**config.mk**
```make
export PLATFORM = sky130hd
export DESIGN_NAME = minimac3_rxslots
export DESIGN_NICKNAME = d
export VERILOG_FILES = /design/src/rtl/minimac3_rxslots.sv
export SDC_FILE = /design/constraint.sdc
export NUM_CORES = 1
export LEC_CHECK = 0
export ABC_CLOCK_PERIOD_IN_PS = 3000
export BUFFER_PORTS_ARGS = -buffer_cell sky130_fd_sc_hd__buf_2
export CAP_MARGIN = 10
export CORE_MARGIN = 1.5
export CORE_UTILIZATION = 55
export CTS_CLUSTER_DIAMETER = 200
export DETAILED_ROUTE_END_ITERATION = 7
export GPL_TIMING_DRIVEN = 0
export PLACE_DENSITY = 0.76
export SETUP_SLACK_MARGIN = 0.2
export SLEW_MARGIN = 20
export SYNTH_ARGS = -nofsm -noshare
export SYNTH_HDL_FRONTEND = slang
export SYNTH_SLANG_ARGS = --single-unit
```
**constraint.sdc**
```tcl
create_clock -name sys_clk -period 3 [get_ports sys_clk]
set_input_delay 0 -clock sys_clk [delete_from_list [all_inputs] [get_ports sys_clk]]
set_output_delay 0 -clock sys_clk [all_outputs]
set_load 0.01 [all_outputs]
```
**src/rtl/minimac3_rxslots.sv**
```systemverilog
// Receive-slot engine: streams received bytes into one of SLOTS RAM slots and tracks per-slot state/length.
// Optional drop counter enabled by defining MINIMAC3_RXSLOTS_DROP_COUNT_EN.
module minimac3_rxslots #(
  parameter int unsigned SLOT_BITS = 2,
  parameter int unsigned SLOT_AW   = 11
) (
  input  logic                         sys_clk,
  input  logic                         sys_rst,
  input  logic                         rx_stb,
  input  logic [7:0]                   rx_dat,
  input  logic                         rx_eof,
  input  logic                         rx_err,
  output logic                         mem_we,
  output logic [SLOT_BITS+SLOT_AW-1:0] mem_adr,
  output logic [7:0]                   mem_dat,
  input  logic                         arm_stb,
  input  logic [SLOT_BITS-1:0]         arm_slot,
  output logic [(2**SLOT_BITS)-1:0]    done_mask,
  input  logic [SLOT_BITS-1:0]         len_sel,
  output logic [SLOT_AW:0]             len_do,
  output logic                         busy,
  output logic                         irq,
  input  logic                         drop_clr,
  output logic [15:0]                  drop_count
);

  localparam int unsigned SLOTS = 2**SLOT_BITS;
  localparam int unsigned CW    = SLOT_AW + 1;
  localparam logic [CW-1:0] MAX_CNT = CW'(2**SLOT_AW);

  typedef enum logic [1:0] {S_EMPTY, S_READY, S_FILLING, S_DONE} slot_t;
  typedef enum logic [1:0] {E_IDLE, E_RECV, E_DISCARD} eng_t;

  slot_t                slot_st  [SLOTS];
  logic [CW-1:0]        slot_len [SLOTS];
  eng_t                 eng;
  logic [SLOT_BITS-1:0] cur;
  logic [CW-1:0]        cnt;

  logic                 free_vld;
  logic [SLOT_BITS-1:0] free_idx;
  logic                 drop;

  // lowest-index READY slot
  always_comb begin
    free_vld = 1'b0;
    free_idx = '0;
    for (int i = 0; i < SLOTS; i++) begin
      if (!free_vld && slot_st[i] == S_READY) begin
        free_vld = 1'b1;
        free_idx = SLOT_BITS'(i);
      end
    end
  end

  always_comb begin
    drop = 1'b0;
    case (eng)
      E_IDLE:  drop = rx_stb && !free_vld;
      E_RECV:  drop = rx_err || (!rx_eof && rx_stb && cnt == MAX_CNT);
      default: drop = 1'b0;
    endcase
  end

  assign len_do = slot_len[len_sel];

  // arm requests are applied first so that a same-cycle engine update on that slot overrides them
  always_ff @(posedge sys_clk or posedge sys_rst) begin
    if (sys_rst) begin
      for (int i = 0; i < SLOTS; i++) begin
        slot_st[i]  <= S_EMPTY;
        slot_len[i] <= '0;
      end
      eng       <= E_IDLE;
      cur       <= '0;
      cnt       <= '0;
      mem_we    <= 1'b0;
      mem_adr   <= '0;
      mem_dat   <= '0;
      busy      <= 1'b0;
      done_mask <= '0;
      irq       <= 1'b0;
    end else begin
      mem_we <= 1'b0;
      if (arm_stb && (slot_st[arm_slot] == S_EMPTY || slot_st[arm_slot] == S_DONE))
        slot_st[arm_slot] <= S_READY;

      case (eng)
        E_IDLE: begin
          if (rx_stb) begin
            if (free_vld) begin
              slot_st[free_idx] <= S_FILLING;
              cur     <= free_idx;
              mem_we  <= 1'b1;
              mem_adr <= {free_idx, SLOT_AW'(0)};
              mem_dat <= rx_dat;
              cnt     <= CW'(1);
              busy    <= 1'b1;
              eng     <= E_RECV;
            end else begin
              eng <= E_DISCARD;
            end
          end
        end
        E_RECV: begin
          if (rx_err) begin
            slot_st[cur] <= S_READY;
            cnt  <= '0;
            busy <= 1'b0;
            eng  <= E_IDLE;
          end else if (rx_eof) begin
            slot_st[cur]  <= S_DONE;
            slot_len[cur] <= cnt;
            cnt  <= '0;
            busy <= 1'b0;
            eng  <= E_IDLE;
          end else if (rx_stb) begin
            if (cnt == MAX_CNT) begin
              // overflow: give the slot back and swallow the rest of the frame
              slot_st[cur] <= S_READY;
              cnt  <= '0;
              busy <= 1'b0;
              eng  <= E_DISCARD;
            end else begin
              mem_we  <= 1'b1;
              mem_adr <= {cur, cnt[SLOT_AW-1:0]};
              mem_dat <= rx_dat;
              cnt     <= cnt + CW'(1);
            end
          end
        end
        E_DISCARD: begin
          if (rx_eof || rx_err)
            eng <= E_IDLE;
        end
        default: eng <= E_IDLE;
      endcase

      for (int i = 0; i < SLOTS; i++)
        done_mask[i] <= (slot_st[i] == S_DONE);
      irq <= |done_mask;
    end
  end

`ifdef MINIMAC3_RXSLOTS_DROP_COUNT_EN
  // saturating drop counter, clear has priority
  always_ff @(posedge sys_clk or posedge sys_rst) begin
    if (sys_rst)
      drop_count <= '0;
    else if (drop_clr)
      drop_count <= '0;
    else if (drop && drop_count != 16'hFFFF)
      drop_count <= drop_count + 16'd1;
  end
`else
  logic unused_drop;
  assign unused_drop = drop ^ drop_clr;
  assign drop_count  = '0;
`endif

endmodule

```
==> summary.txt <==
Synth
  • Share of the synthesized area in the top cell type: 53.2%
  • Post-Synth Simple-Gate Area: 12.6%
  • Share of the yosys chip area belonging to registers: 53.2%
  • Top post-synthesis cells by count: 100 x dfrtp_1, 53 x nand2_1, 26 x o21ai_0, 24 x mux2_2, 21 x mux2_1
  • Leading cell type by number of instances after synthesis: dfrtp_1
  • Compound-Gate Fraction of Synth Area: 10.1%
  • Synth area leader: dfrtp_1
  • FFs w/ async S/R, synth: 100%
  • Post-synthesis mux area share: 17.7%
  • Cell Area, Synth: 4700 um^2
  • Main combinational cell family by area after synthesis: multiplexers
  • Post-Synth Adder-Cell Area: 0.532%
  • Register bit count reported by yosys: 100
  • Mean post-synth cell area: 11.5 um^2
  • Synth warnings: 0
  • Top cells by area, synth: dfrtp_1 53%, mux2_2 5.7%, mux4_2 5.7%, mux2_1 5.0%, nand2_1 4.2%
  • Library cells used by synthesis: 46
  • Cells after synthesis: 409
  • EDFF count, synth: 0
  • XOR/XNOR Fraction of Synth Area: 0%
  • Top FF cell, synth: dfrtp_1

Timing
  • Fmax: 0.403 GHz
  • RSZ-0062 raised after global routing: no
  • Fin. Hold Viols: 0
  • Tightest Pin Transition: 720 ps
  • Worst Setup Slack, final: 520 ps
  • # setup viols final: 0
  • Final Skew: 15.0 ps
  • Slew Viols, Final: 0
  • Slew HR: 51.6%
  • Minimum clock period: 2480 ps
  • Tcrit/Tclk final: 82.7%

Global route
  • Antenna violations before repair: 0
  • GRT Resource Usage Total: 24.2%
  • Grt total ovfl: 0
  • First-pass GRT wire length: 16.5 mm
  • Pin count of the biggest net entering global routing: 70
  • Number of global-route vias before repair: 3360

Setup path
  • WS Path Type: reg -> reg
  • Arr. time, crit path: 2720 ps
  • Largest fanout on the critical path: 10
  • CP cell instances: inv_1 > ha_1 > nor4b_2 > a311oi_4 > a22oi_4 > buf_6 > mux2_1
  • CP max stage delay: 440 ps
  • Worst Reg2Reg Path Length in Cells: 7
  • CP Buf/Inv Count: 2
  • Reg2reg start: cnt[0]
  • Worst R2R End: mem_dat[1]
  • Worst EP required: 3240 ps
  • CP max stage cell: dfrtp_1
  • Worst R2R Setup Slack: 520 ps
  • Startpoint types: register
  • Critical path endpoint category: register
  • Delay-heaviest family, CP: compound AO/OA/AOI/OAI gates

Final layout
  • Synth-to-Final Area Change: 17.4%
  • Nets: 522
  • N_diodes: 0
  • Share of layout cells above drive strength 1: 28.6%
  • Non-Filler Instances: 609
  • Finished Cell Area: 5520 um^2

Drt
  • Initial drt markers: 247
  • Post-DR wirelength/cell: 16.4 um
  • Routed wl met3: 587 um
  • 1st-pass router iterations: 6
  • Vias per cell: 5.65
  • Metal-1 WL: 4.42 mm
  • Metal2 WL: 4.77 mm
  • Top Layer Used: met4
  • DRT antenna net count: 0
  • Final wirelength: 9.99 mm
  • Total number of vias: 3440
  • Post-route DRC: 0

CTS
  • CTS tree: built
  • H-tree levels: 3
  • CTS Buf Count: 9
  • Root Buffer: clkbuf_8
  • Worst-Skew Late Latency: 370 ps
  • CTS sink cnt: 100
  • Post-CTS Setup Bufs: 0
  • Reg clk slew, reported paths: 90 ps
  • Max Root-Sink Buffers: 2

Floorplan
  • Core ar.: 8260 um^2
  • Die Span X: 95.5 um
  • Die ar.: 9120 um^2
  • Rows: 33
  • Die height: 95.5 um
  • Ports: 75
  • Starting Density: 57.0%

Pwr
  • Peak supply drop: 0.635 mV
  • Leakage: 2.70 nW
  • Total power: 3.97 mW
  • Switching power total: 1.32 mW
  • Switching share of power: 33.4%
  • PwrDens: 718 nW/um^2
  • Sequential power share: 44.9%
  • Share of total power in combinational logic: 30.3%
  • Clock share of power: 24.8%
  • Internal: 2.64 mW

Place
  • Gpl congestion: 0.870
  • DP Area: 5200 um^2
  • # placed instances: 586
  • Worst slack, placed: 545 ps
  • PortBufs: 56
  • Detail Placement HPWL: 7.15 mm

Min path
  • Hold depth: 5
  • Min-delay worst type: in -> reg
  • Min-Delay Endpoint: slot_st[7]
  • Hold path start: arm_slot[1]

Run status
  • Outcome: finished clean

Job
  • Max-capacitance violation count: 0
[worst max path at each step]
stage	startpoint	slack, ps	end	depth (start not counted)
after floorplan	sys_rst	380	busy	1
after global placement	sys_rst	-620	slot_len[39]	2
after detailed placement	cnt[0]	550	mem_dat[1]	7
after CTS	cnt[0]	510	mem_dat[1]	7
after global routing	cnt[0]	330	mem_dat[1]	7
final	cnt[0]	520	mem_dat[1]	7
[layout make-up]
| class | count | area [um^2] |
|---|---|---|
| Inverter | 7 | 31.3 |
| Clock inverter | 5 | 103 |
| Buffer | 41 | 245 |
| Timing Repair Buffer | 66 | 398 |
| Multi-Input combinational cell | 276 | 1990 |
| Tap cell | 105 | 131 |
| Fill cell | 610 | 2740 |
| Sequential cell | 100 | 2500 |
| Clock buffer | 9 | 124 |
[cells by family (layout without fill, tap and decap cells)]
group | after synthesis | after routing
AO/OA/AOI/OAI | 77 | 77
multiplexers | 61 | 61
flip-flops | 100 | 100
other | 1 | 16
AND/OR/NAND/NOR | 120 | 120
adder cells (fa/ha/maj) | 2 | 2
buffers and inverters | 48 | 128
[placed cells by master, fill, tap and decap left out, types with 4 or more instances in the layout]
master / netlist / final
a21oi_1: 11 / 11
a31oi_1: 5 / 5
and2_1: 4 / 4
buf_2: 10 / 66
buf_4: 17 / 17
clkbuf_1: 12 / 12
clkbuf_8: 0 / 9
conb_1: 1 / 16
dfrtp_1: 100 / 100
dlygate4sd3_1: 0 / 9
inv_1: 7 / 6
mux2_1: 21 / 21
mux2_2: 24 / 24
mux4_2: 12 / 12
nand2_1: 53 / 53
nand2b_1: 8 / 8
nand3_1: 8 / 8
nor2_1: 16 / 16
nor2b_1: 4 / 4
nor3b_1: 4 / 4
o21ai_0: 26 / 26
o21ai_1: 14 / 14
o31ai_1: 9 / 9
[flip-flops by register name (all words and copies together) (netlist names)]
signal,count
irq,1
busy,1
mem_dat,8
mem_we,1
done_mask,4
eng,2
slot_st,8
cnt,12
slot_len,48
mem_adr,13
cur,2
[stage by stage]
step	utilization (%)	hold slack, ps	setup TNS, ps
floorplan	-	132	0
global placement	62.6	210	-61820
detailed placement	63.0	-9.00	0
CTS	66.9	39.6	0
global route	66.9	61.8	0
finish	66.9	51.4	0
[worst register-to-register path: cells and delay by family (launching register included)]
| family | cells | cell delay [ps] |
|---|---|---|
| buf+inv | 2 | 430 |
| simple gates | 1 | 380 |
| mux | 1 | 330 |
| fa+ha+maj | 1 | 190 |
| flops | 1 | 440 |
| compound gates | 2 | 590 |
[metal layers]
metal  up-vias  global-route usage [%]
li1       1597                       -
met1      1697                    33.9
met2       125                    36.4
met3        21                    4.63
met4         0                    11.9
met5         -                       0
[repair_timing]
item,4_1_cts,5_1_grt
resized for setup,0,0
hold buffers,9,0
endpoints found under the hold margin,108,0
[power groups by stage]
stage	clock network [mW]	registers, mW	logic [mW]
finish	0.984	1.78	1.20
global route	1.06	1.82	1.33
CTS	1.00	1.78	1.20
detailed placement	0	1.80	1.19
global placement	0	1.79	1.14
floorplan	0	1.82	0.786
(Power assumes the default switching activity.)
